--- config.mk ---
export PLATFORM = sky130hd
export DESIGN_NAME = mem_bus_arbiter_flat
export DESIGN_NICKNAME = d
export VERILOG_FILES = /design/src/rtl/mem_bus_if.sv /design/src/rtl/mem_bus_arbiter.sv /design/src/flat_wrapper.sv
export SDC_FILE = /design/constraint.sdc
export NUM_CORES = 1
export LEC_CHECK = 0
export BUFFER_PORTS_ARGS = -buffer_cell sky130_fd_sc_hd__buf_4
export CORE_AREA = 2 2 178 180
export CTS_BUF_LIST = sky130_fd_sc_hd__clkbuf_16
export DETAILED_ROUTE_END_ITERATION = 12
export DIE_AREA = 0 0 180 182
export SLEW_MARGIN = 40
export SYNTH_ARGS = -nofsm -noshare
export SYNTH_HDL_FRONTEND = slang
export SYNTH_SLANG_ARGS = --single-unit
--- constraint.sdc ---
create_clock -name clock -period 3.05 [get_ports clock]
set_input_delay 0.305 -clock clock [delete_from_list [all_inputs] [get_ports clock]]
set_output_delay 0.305 -clock clock [all_outputs]
set_load 0.02 [all_outputs]
--- src/rtl/mem_bus_if.sv ---
// Bus bundle between the two caches, the arbiter and the single memory port.
// Handshake: a request is issued by driving a non-BUS_NONE command. It is taken only in the
// cycle where the returned accept tag (response) is non-zero. A zero response means rejected,
// and the requester retries with the same command on a later cycle. Return data is qualified
// only by a non-zero tag. There is no backpressure on returns.
interface mem_bus_if #(parameter int XLEN = 32);
  logic [1:0]      dc2arb_command;
  logic [XLEN-1:0] dc2arb_addr;
  logic [63:0]     dc2arb_data;
  logic [1:0]      ic2arb_command;
  logic [XLEN-1:0] ic2arb_addr;
  logic [3:0]      mem2arb_response;
  logic [63:0]     mem2arb_data;
  logic [3:0]      mem2arb_tag;
  logic [1:0]      arb2mem_command;
  logic [XLEN-1:0] arb2mem_addr;
  logic [63:0]     arb2mem_data;
  logic [3:0]      arb2dc_response;
  logic [63:0]     arb2dc_data;
  logic [3:0]      arb2dc_tag;
  logic [3:0]      arb2ic_response;
  logic [63:0]     arb2ic_data;
  logic [3:0]      arb2ic_tag;
  logic            orphan_err;
  logic [7:0]      starve_cnt;

  // Arbiter side
  modport slave (
    input  dc2arb_command, dc2arb_addr, dc2arb_data,
    input  ic2arb_command, ic2arb_addr,
    input  mem2arb_response, mem2arb_data, mem2arb_tag,
    output arb2mem_command, arb2mem_addr, arb2mem_data,
    output arb2dc_response, arb2dc_data, arb2dc_tag,
    output arb2ic_response, arb2ic_data, arb2ic_tag,
    output orphan_err, starve_cnt
  );

  // Environment side: the caches and memory
  modport master (
    output dc2arb_command, dc2arb_addr, dc2arb_data,
    output ic2arb_command, ic2arb_addr,
    output mem2arb_response, mem2arb_data, mem2arb_tag,
    input  arb2mem_command, arb2mem_addr, arb2mem_data,
    input  arb2dc_response, arb2dc_data, arb2dc_tag,
    input  arb2ic_response, arb2ic_data, arb2ic_tag,
    input  orphan_err, starve_cnt
  );
endinterface

--- src/rtl/mem_bus_arbiter.sv ---
// Two-client memory port arbiter: dcache has priority, and icache gets a forced grant after
// STARVE_LIMIT consecutive losses. A tag->owner table steers returning data to the cache that
// issued the accepted request. Zero added latency in both directions.
module mem_bus_arbiter #(
  parameter int NUM_TAGS     = 16,
  parameter int STARVE_LIMIT = 8,
  parameter int XLEN         = 32
) (
  input logic      clock,
  input logic      reset,
  mem_bus_if.slave bus
);
  localparam logic [1:0] BUS_NONE    = 2'd0;
  localparam logic [7:0] LIMIT8      = 8'(STARVE_LIMIT);

  logic [NUM_TAGS-1:0] tbl_valid;
  logic [NUM_TAGS-1:0] tbl_owner;    // 0 = dcache, 1 = icache
  logic [7:0]          starve_cnt;
  logic                orphan_err;

  logic dc_req, ic_req, dc_win, ic_win;
  logic ret_hit, ret_owner, accept;

  // Grant decision; the starvation counter only overrides dcache when icache is asking
  always_comb begin
    dc_req = bus.dc2arb_command != BUS_NONE;
    ic_req = bus.ic2arb_command != BUS_NONE;
    ic_win = ic_req && (!dc_req || starve_cnt == LIMIT8);
    dc_win = dc_req && !ic_win;
    accept = (dc_win || ic_win) && (bus.mem2arb_response != 4'd0);
  end

  // Request mux, response routing and return steering (table lookup sees pre-update contents)
  always_comb begin
    bus.arb2mem_command = BUS_NONE;
    bus.arb2mem_addr    = '0;
    bus.arb2mem_data    = '0;
    bus.arb2dc_response = 4'd0;
    bus.arb2ic_response = 4'd0;
    if (dc_win) begin
      bus.arb2mem_command = bus.dc2arb_command;
      bus.arb2mem_addr    = bus.dc2arb_addr;
      bus.arb2mem_data    = bus.dc2arb_data;
      bus.arb2dc_response = bus.mem2arb_response;
    end else if (ic_win) begin
      bus.arb2mem_command = bus.ic2arb_command;
      bus.arb2mem_addr    = bus.ic2arb_addr;
      bus.arb2ic_response = bus.mem2arb_response;
    end
    // Returns seen while reset is asserted belong to a forgotten epoch and are dropped
    ret_hit   = reset && (bus.mem2arb_tag != 4'd0) && tbl_valid[bus.mem2arb_tag];
    ret_owner = tbl_owner[bus.mem2arb_tag];
    bus.arb2dc_tag  = (ret_hit && !ret_owner) ? bus.mem2arb_tag : 4'd0;
    bus.arb2ic_tag  = (ret_hit &&  ret_owner) ? bus.mem2arb_tag : 4'd0;
    bus.arb2dc_data = bus.mem2arb_data;
    bus.arb2ic_data = bus.mem2arb_data;
    bus.orphan_err  = orphan_err;
    bus.starve_cnt  = starve_cnt;
  end

  // Owner table: a return frees its entry, an accept claims one; the later write wins on a tie
  always_ff @(posedge clock) begin
    if (!reset) begin
      tbl_valid <= '0;
      tbl_owner <= '0;
    end else begin
      if (bus.mem2arb_tag != 4'd0)
        tbl_valid[bus.mem2arb_tag] <= 1'b0;
      if (accept) begin
        tbl_valid[bus.mem2arb_response] <= 1'b1;
        tbl_owner[bus.mem2arb_response] <= ic_win;
      end
    end
  end

  // Sticky flag for a return tag that nobody is waiting on
  always_ff @(posedge clock) begin
    if (!reset)
      orphan_err <= 1'b0;
    else if ((bus.mem2arb_tag != 4'd0) && !tbl_valid[bus.mem2arb_tag])
      orphan_err <= 1'b1;
  end

  // Consecutive icache losses, saturating at the limit
  always_ff @(posedge clock) begin
    if (!reset)
      starve_cnt <= 8'd0;
    else if (ic_req && !ic_win)
      starve_cnt <= (starve_cnt < LIMIT8) ? starve_cnt + 8'd1 : starve_cnt;
    else
      starve_cnt <= 8'd0;
  end
endmodule

--- src/flat_wrapper.sv ---
// flat-port wrapper written by rule: the top's interface ports become plain ports
module mem_bus_arbiter_flat 
#(
  parameter int NUM_TAGS     = 16,
  parameter int STARVE_LIMIT = 8,
  parameter int XLEN         = 32
)
  (clock, reset, bus_dc2arb_command, bus_dc2arb_addr, bus_dc2arb_data, bus_ic2arb_command, bus_ic2arb_addr, bus_mem2arb_response, bus_mem2arb_data, bus_mem2arb_tag, bus_arb2mem_command, bus_arb2mem_addr, bus_arb2mem_data, bus_arb2dc_response, bus_arb2dc_data, bus_arb2dc_tag, bus_arb2ic_response, bus_arb2ic_data, bus_arb2ic_tag, bus_orphan_err, bus_starve_cnt);
  mem_bus_if #(.XLEN(XLEN)) bus_i ();
  input logic clock;
  input logic reset;
  input wire logic [$bits(bus_i.dc2arb_command)-1:0] bus_dc2arb_command;
  input wire logic [$bits(bus_i.dc2arb_addr)-1:0] bus_dc2arb_addr;
  input wire logic [$bits(bus_i.dc2arb_data)-1:0] bus_dc2arb_data;
  input wire logic [$bits(bus_i.ic2arb_command)-1:0] bus_ic2arb_command;
  input wire logic [$bits(bus_i.ic2arb_addr)-1:0] bus_ic2arb_addr;
  input wire logic [$bits(bus_i.mem2arb_response)-1:0] bus_mem2arb_response;
  input wire logic [$bits(bus_i.mem2arb_data)-1:0] bus_mem2arb_data;
  input wire logic [$bits(bus_i.mem2arb_tag)-1:0] bus_mem2arb_tag;
  output wire logic [$bits(bus_i.arb2mem_command)-1:0] bus_arb2mem_command;
  output wire logic [$bits(bus_i.arb2mem_addr)-1:0] bus_arb2mem_addr;
  output wire logic [$bits(bus_i.arb2mem_data)-1:0] bus_arb2mem_data;
  output wire logic [$bits(bus_i.arb2dc_response)-1:0] bus_arb2dc_response;
  output wire logic [$bits(bus_i.arb2dc_data)-1:0] bus_arb2dc_data;
  output wire logic [$bits(bus_i.arb2dc_tag)-1:0] bus_arb2dc_tag;
  output wire logic [$bits(bus_i.arb2ic_response)-1:0] bus_arb2ic_response;
  output wire logic [$bits(bus_i.arb2ic_data)-1:0] bus_arb2ic_data;
  output wire logic [$bits(bus_i.arb2ic_tag)-1:0] bus_arb2ic_tag;
  output wire logic [$bits(bus_i.orphan_err)-1:0] bus_orphan_err;
  output wire logic [$bits(bus_i.starve_cnt)-1:0] bus_starve_cnt;
  assign bus_i.dc2arb_command = bus_dc2arb_command;
  assign bus_i.dc2arb_addr = bus_dc2arb_addr;
  assign bus_i.dc2arb_data = bus_dc2arb_data;
  assign bus_i.ic2arb_command = bus_ic2arb_command;
  assign bus_i.ic2arb_addr = bus_ic2arb_addr;
  assign bus_i.mem2arb_response = bus_mem2arb_response;
  assign bus_i.mem2arb_data = bus_mem2arb_data;
  assign bus_i.mem2arb_tag = bus_mem2arb_tag;
  assign bus_arb2mem_command = bus_i.arb2mem_command;
  assign bus_arb2mem_addr = bus_i.arb2mem_addr;
  assign bus_arb2mem_data = bus_i.arb2mem_data;
  assign bus_arb2dc_response = bus_i.arb2dc_response;
  assign bus_arb2dc_data = bus_i.arb2dc_data;
  assign bus_arb2dc_tag = bus_i.arb2dc_tag;
  assign bus_arb2ic_response = bus_i.arb2ic_response;
  assign bus_arb2ic_data = bus_i.arb2ic_data;
  assign bus_arb2ic_tag = bus_i.arb2ic_tag;
  assign bus_orphan_err = bus_i.orphan_err;
  assign bus_starve_cnt = bus_i.starve_cnt;
  mem_bus_arbiter #(.NUM_TAGS(NUM_TAGS), .STARVE_LIMIT(STARVE_LIMIT), .XLEN(XLEN)) u_core (.clock(clock), .reset(reset), .bus(bus_i));
endmodule
==> flow_metrics.tcl, run 1 <==
set metrics [dict create \
    syn_area_per_cell_um2 7.95 \
    io_buffers 264 \
    period_share_pct 92.5 \
    synthDistinctLibCells 38 \
    cp_num_buf_inv 2 \
    cts_root_buf "clkbuf_16" \
    syn_to_final_growth_pct 40.9 \
    route.met3.wl_um 1540 \
    synth-seq-area-share_pct 21.2 \
    tightest_slew_ns 0.607 \
    arrival_ns 2.52 \
    synthTopCellsByArea "buf_4 25%, dfxtp_1 21%, and2_1 14%" \
    instances_no_fill 1008 \
    status "complete, no violations" \
    pin_count 457 \
    grt_start_max_net_pins 100 \
    initial_core_util_pct 12.5 \
    path_cells "or4_4 -> o32ai_4 -> and2b_2 -> buf_4 -> a22o_1 -> buf_4" \
    combinationalPowerShare_pct 37.0 \
    slowest_stage "or4_4" \
    crit_fanout 35 \
    hp-class "input pin to register" \
    fin_crit_ns 2.82 \
    insertion_delay_ns 0.28 \
    cts_sinks 41 \
    synthFlopType "dfxtp_1" \
    route.met2.wl_um 8440 \
    switchingPower_w 0.000551 \
    ys_ff_latch 41 \
    pwr-share-seq_pct 30.6 \
    die_x_um 180 \
    clock_power_share_pct 32.4 \
    wl_um 17100 \
    fmax_mhz 354 \
    synth_commonest_cells "131 x buf_4, 85 x and2_1, 41 x dfxtp_1" \
    num_vias 3655 \
    vias_per_cell 3.63 \
    rsz0062_at_grt "false" \
    place.gp.congestion 0.764 \
    grt_usage_pct 9.66 \
    dp_cells 1000 \
    leakagePower_nw 2.48 \
    cts.hold.buffers_added 0 \
    dr.pass1.iters 4 \
    syn-num-nets 695 \
    top_layer "met4" \
    numCtsBuffers 5 \
    ir_drop_mv 0.208 \
    relSlewSlack_pct 59.6 \
    crit_family "simple AND/OR/NAND/NOR gates" \
    ys_warn_count 0 \
    path_class "register to primary output" \
    final.setup_skew_ns 0.00512 \
    p_sw_share_pct 30.4 \
    m1WireLength_um 6650 \
    required_ns 2.74 \
    max_stage_delay_ns 0.59 \
    fillers 3489 \
    hold_viol_final 0 \
    internal-power_w 0.00126 \
    post-cts-setup-buffers 0 \
    dieArea_mm2 0.0328 \
    core_mm2 0.0310 \
    ant_nets 0 \
    grt_pass1_wl_um 23500 \
    die_y_um 182 \
    rows 65 \
    finish.utilization_pct 17.6 \
    hpwlAfterDp_um 14500 \
    drc 0 \
    synth_area_leader_cell "buf_4" \
    yosysTopAreaCellShare_pct 25.4 \
    fin_tns_setup_ns 0 \
    total_power_w 0.00181 \
    cellPowerDensity_mw_per_mm2 332 \
    layout_setup_ws_ns 0.228 \
    synthCells 487 \
    clkTransAtPathRegs_ns 0.06 \
    grt_pass1_vias 3530 \
    end_kind "primary output" \
    drive_gt1_share_pct 47.4 \
    synthArstFlopShare_pct 0 \
    nets 813 \
    cts_max_level 2 \
    ctsResizeCount 0 \
    final-setup-viol-count 0 \
    critPathMostFrequentCell "buf_4" \
    antenna_found_initial 5 \
    clock_path_buffers 2 \
    cap_violations 0 \
    synth_edf_count 0 \
    crit_path_start_kind "register" \
    detail_route.iter0.violations 162 \
    syn_area_mm2 0.00387 \
    wire_per_inst_um 17.0 \
    drv_slew 0 \
    cts_tree "yes" \
    r2r_slack_ns 1.09 \
    place_ws_ns 0.511 \
    yosysMostFrequentCell "buf_4" \
    grt.overflow.total 0 \
]
## through the flow
step                hold slack [ns]  instance area (um2)
finish                        0.366                 5450
floorplan                     0.425                 3870
global route                  0.381                 5450
global placement              0.440                 5290
CTS                           0.370                 5450
detailed placement            0.448                 5290
## power by group through the flow
| stage | Clock [W] | Sequential, W | Combinational (W) |
|---|---|---|---|
| 6_report | 0.000587 | 0.000555 | 0.000671 |
| 5_1_grt | 0.000618 | 0.000557 | 0.000718 |
| 4_1_cts | 0.000595 | 0.000555 | 0.000676 |
| 3_5_place_dp | 0 | 0.000567 | 0.000672 |
| 3_3_place_gp | 0 | 0.000567 | 0.000671 |
| 2_1_floorplan | 0 | 0.000570 | 0.000563 |
## worst paths after layout
kind / start / endpoint / cells past startpoint
max reg2reg: u_core.bus.starve_cnt[7] / u_core.tbl_owner[13] / 6
max: u_core.bus.starve_cnt[7] / bus_arb2mem_addr[28] / 6
min: bus_mem2arb_response[1] / u_core.tbl_owner[11] / 3
min reg2reg: u_core.tbl_owner[14] / u_core.tbl_owner[14] / 2
## kinds of logic after synthesis
family	after synthesis	synth area share (%)
AO/OA/AOI/OAI	82	16.0
XOR/XNOR	2	0.453
adder cells (fa/ha/maj)	2	0.647
buffers and inverters	159	28.7
flip-flops	41	21.2
multiplexers	21	6.72
AND/OR/NAND/NOR	180	26.3
## metal layers
layer / up-vias / track usage (%)
met4: 0 / 3.19
li1: 1738 / -
met2: 242 / 16.6
met1: 1615 / 11.5
met5: - / 0
met3: 60 / 2.87
## cell type report
class	instances	area, um2	area share (%)
Clock buffer	5	125	2.29
Clock inverter	2	35.0	0.642
Timing Repair Buffer	267	2010	36.8
Tap cell	402	503	9.22
Inverter	3	11.3	0.206
Antenna cell	1	2.50	0.0459
Sequential cell	41	821	15.0
Multi-Input combinational cell	287	1950	35.7
## state kept, by name, indices dropped and copies added, names as in the netlist
signal                 flops
u_core.tbl_owner          16
u_core.bus.orphan_err      1
u_core.tbl_valid          16
u_core.bus.starve_cnt      8
## placed cells by master (no fill, tap or decap), types with 2 or more instances in the layout
| cell | instances |
|---|---|
| buf_4 | 266 |
| and2_1 | 85 |
| dfxtp_1 | 41 |
| a22o_1 | 32 |
| nand2_1 | 31 |
| o21ai_0 | 20 |
| mux2i_1 | 17 |
| a21boi_0 | 15 |
| nor2b_1 | 13 |
| nor2_1 | 12 |
| nand3_1 | 12 |
| a21boi_1 | 6 |
| clkbuf_16 | 5 |
| nand4_1 | 4 |
| nor3_1 | 4 |
| mux4_2 | 4 |
| nand2b_1 | 4 |
| inv_1 | 3 |
| a22oi_1 | 3 |
| a21oi_1 | 3 |
| or2_2 | 3 |
| nand3b_1 | 2 |
| and3_1 | 2 |
| ha_1 | 2 |
## worst reg2reg max path, stage by stage (launching register included)
cell,delay (ns)
dfxtp_1,0.32
or4_4,0.59
o32ai_4,0.33
and2b_2,0.20
buf_4,0.21
nand3_1,0.09
a21boi_1,0.15
Note: power is estimated with default switching activity, not from simulation.
==> run 2: changes to the inputs <==
--- a/config.mk
+++ b/config.mk
@@ -6,10 +6,11 @@
 export NUM_CORES = 1
 export LEC_CHECK = 0
 export BUFFER_PORTS_ARGS = -buffer_cell sky130_fd_sc_hd__buf_4
-export CORE_AREA = 2 2 178 180
-export CTS_BUF_LIST = sky130_fd_sc_hd__clkbuf_16
+export CORE_AREA = 2 2 176 178
+export CTS_BUF_LIST = sky130_fd_sc_hd__clkbuf_8
+export CTS_CLUSTER_SIZE = 30
 export DETAILED_ROUTE_END_ITERATION = 12
-export DIE_AREA = 0 0 180 182
+export DIE_AREA = 0 0 178 180
 export SLEW_MARGIN = 40
 export SYNTH_ARGS = -nofsm -noshare
 export SYNTH_HDL_FRONTEND = slang
==> flow_metrics.tcl, run 2 (same netlist as run 1, synthesis figures left out) <==
set metrics [dict create \
    drive_gt1_share_pct 47.5 \
    m1WireLength_um 6920 \
    ir_drop_mv 0.171 \
    reg_top3 "u_core.tbl_owner x16, u_core.tbl_valid x16, u_core.bus.starve_cnt x8" \
    status "complete, no violations" \
    relSlewSlack_pct 59.7 \
    initial_core_util_pct 12.8 \
    ff2ff_path_depth 6 \
    required_ns 2.74 \
    grt_usage_pct 11.9 \
    final.setup_skew_ns 0.00851 \
    hold_viol_final 0 \
    wl_um 19700 \
    r2r_slack_ns 1.00 \
    switchingPower_w 0.000555 \
    hpwlAfterDp_um 16700 \
    tightest_slew_ns 0.602 \
    wire_per_inst_um 19.6 \
    crit_path_start_kind "register" \
    die_y_um 180 \
    final_common_cell "buf_4" \
    leakagePower_nw 2.46 \
    rsz0062_at_grt "false" \
    top_layer "met5" \
    numCtsBuffers 5 \
    clock_path_buffers 2 \
    path_class "register to primary output" \
    insertion_delay_ns 0.30 \
    post-cts-setup-buffers 0 \
    fin_crit_ns 2.86 \
    drc 0 \
    cts.hold.buffers_added 0 \
    drv_slew 0 \
    pin_count 457 \
    detail_route.iter0.violations 189 \
    cellPowerDensity_mw_per_mm2 314 \
    die_x_um 178 \
    arrival_ns 2.55 \
    cts_sinks 41 \
    grt_pass1_vias 3903 \
    cts_max_level 2 \
    dr.pass1.iters 4 \
    hp-class "input pin to register" \
    nets 813 \
    period_share_pct 93.8 \
    place.gp.congestion 0.844 \
    cts_root_buf "clkbuf_8" \
    rows 64 \
    route.met2.wl_um 10000 \
    critPathLaunch "u_core.bus.starve_cnt[7]" \
    syn_to_final_growth_pct 40.4 \
    ant_nets 0 \
    combinationalPowerShare_pct 40.0 \
    clkTransAtPathRegs_ns 0.09 \
    endpoint "bus_arb2mem_addr[4]" \
    antenna_found_initial 10 \
    pwr-share-seq_pct 32.5 \
    fillers 3417 \
    crit_fanout 57 \
    postPlaceCellArea_mm2 0.00531 \
    grt.overflow.total 0 \
    stdcell_area_mm2 0.00543 \
    fmax_mhz 350 \
    core_mm2 0.0302 \
    io_buffers 264 \
    grt_pass1_wl_um 27400 \
    cap_violations 0 \
    grt_start_max_net_pins 58 \
    p_sw_share_pct 32.5 \
    cts_tree "yes" \
    route.met3.wl_um 2000 \
    dieArea_mm2 0.0320 \
    num_vias 3728 \
    fin_tns_setup_ns 0 \
    regToRegStartpoint "u_core.bus.starve_cnt[7]" \
    final_cell_mix "265 x buf_4, 85 x and2_1, 41 x dfxtp_1" \
    r2r-end "u_core.tbl_owner[1]" \
    ctsResizeCount 0 \
    final-setup-viol-count 0 \
    clock_power_share_pct 27.5 \
    vias_per_cell 3.71 \
    end_kind "primary output" \
    internal-power_w 0.00115 \
]
==> run 2: worst min path at each step <==
stage / slack (ns) / start / end / cells past startpoint
5_1_grt: 0.36 / bus_mem2arb_response[1] / u_core.tbl_owner[11] / 3
2_1_floorplan: 0.42 / u_core.tbl_owner[0] / u_core.tbl_owner[0] / 1
3_5_place_dp: 0.44 / u_core.tbl_owner[0] / u_core.tbl_owner[0] / 1
4_1_cts: 0.35 / bus_mem2arb_response[1] / u_core.tbl_owner[11] / 3
3_3_place_gp: 0.44 / u_core.tbl_owner[13] / u_core.tbl_owner[13] / 2
6_report: 0.35 / bus_mem2arb_response[1] / u_core.tbl_owner[11] / 3
==> run 2: layout make-up <==
type	instances	area, um2	area share, %
clock buffers	6	82.6	1.52
well taps	396	495	9.12
multi-input cells	287	1950	35.9
clock inverters	2	37.5	0.691
flip-flops and latches	41	821	15.1
repair buffers	267	2030	37.4
diodes	3	7.51	0.138
inverters	3	11.3	0.207
==> run 2: stage by stage <==
step	hold WS (ns)	power, W	utilization (%)	std cells	setup slack [ns]
2_1_floorplan	0.425	0.00113	-	487	0.795
3_3_place_gp	0.442	0.00125	17.6	994	0.615
3_5_place_dp	0.444	0.00125	17.6	994	0.553
4_1_cts	0.348	0.00172	18.0	1002	0.225
5_1_grt	0.362	0.00180	18.0	1005	0.132
6_report	0.348	0.00171	18.0	1005	0.191
==> run 2: power by group through the flow <==
stage / combinational (W) / clock (W) / sequential, W
floorplan: 0.000563 / 0 / 0.000570
global route: 0.000732 / 0.000508 / 0.000556
CTS: 0.000689 / 0.000480 / 0.000554
global placement: 0.000686 / 0 / 0.000566
finish: 0.000683 / 0.000469 / 0.000554
detailed placement: 0.000684 / 0 / 0.000567
==> run 2: routing by layer <==
layer | global-route usage (%) | up-vias
met5 | 1.85 | -
met4 | 5.67 | 2
met3 | 4.19 | 63
met2 | 20.9 | 243
met1 | 12.3 | 1678
li1 | - | 1742
==> run 2: worst max-delay path: stages, from the launching register on <==
cell and delay, ns:
dfxtp_1 0.33, or4_4 0.58, nor4_2 0.41, nor2_4 0.22
buf_12 0.23, a22o_1 0.28, buf_4 0.16
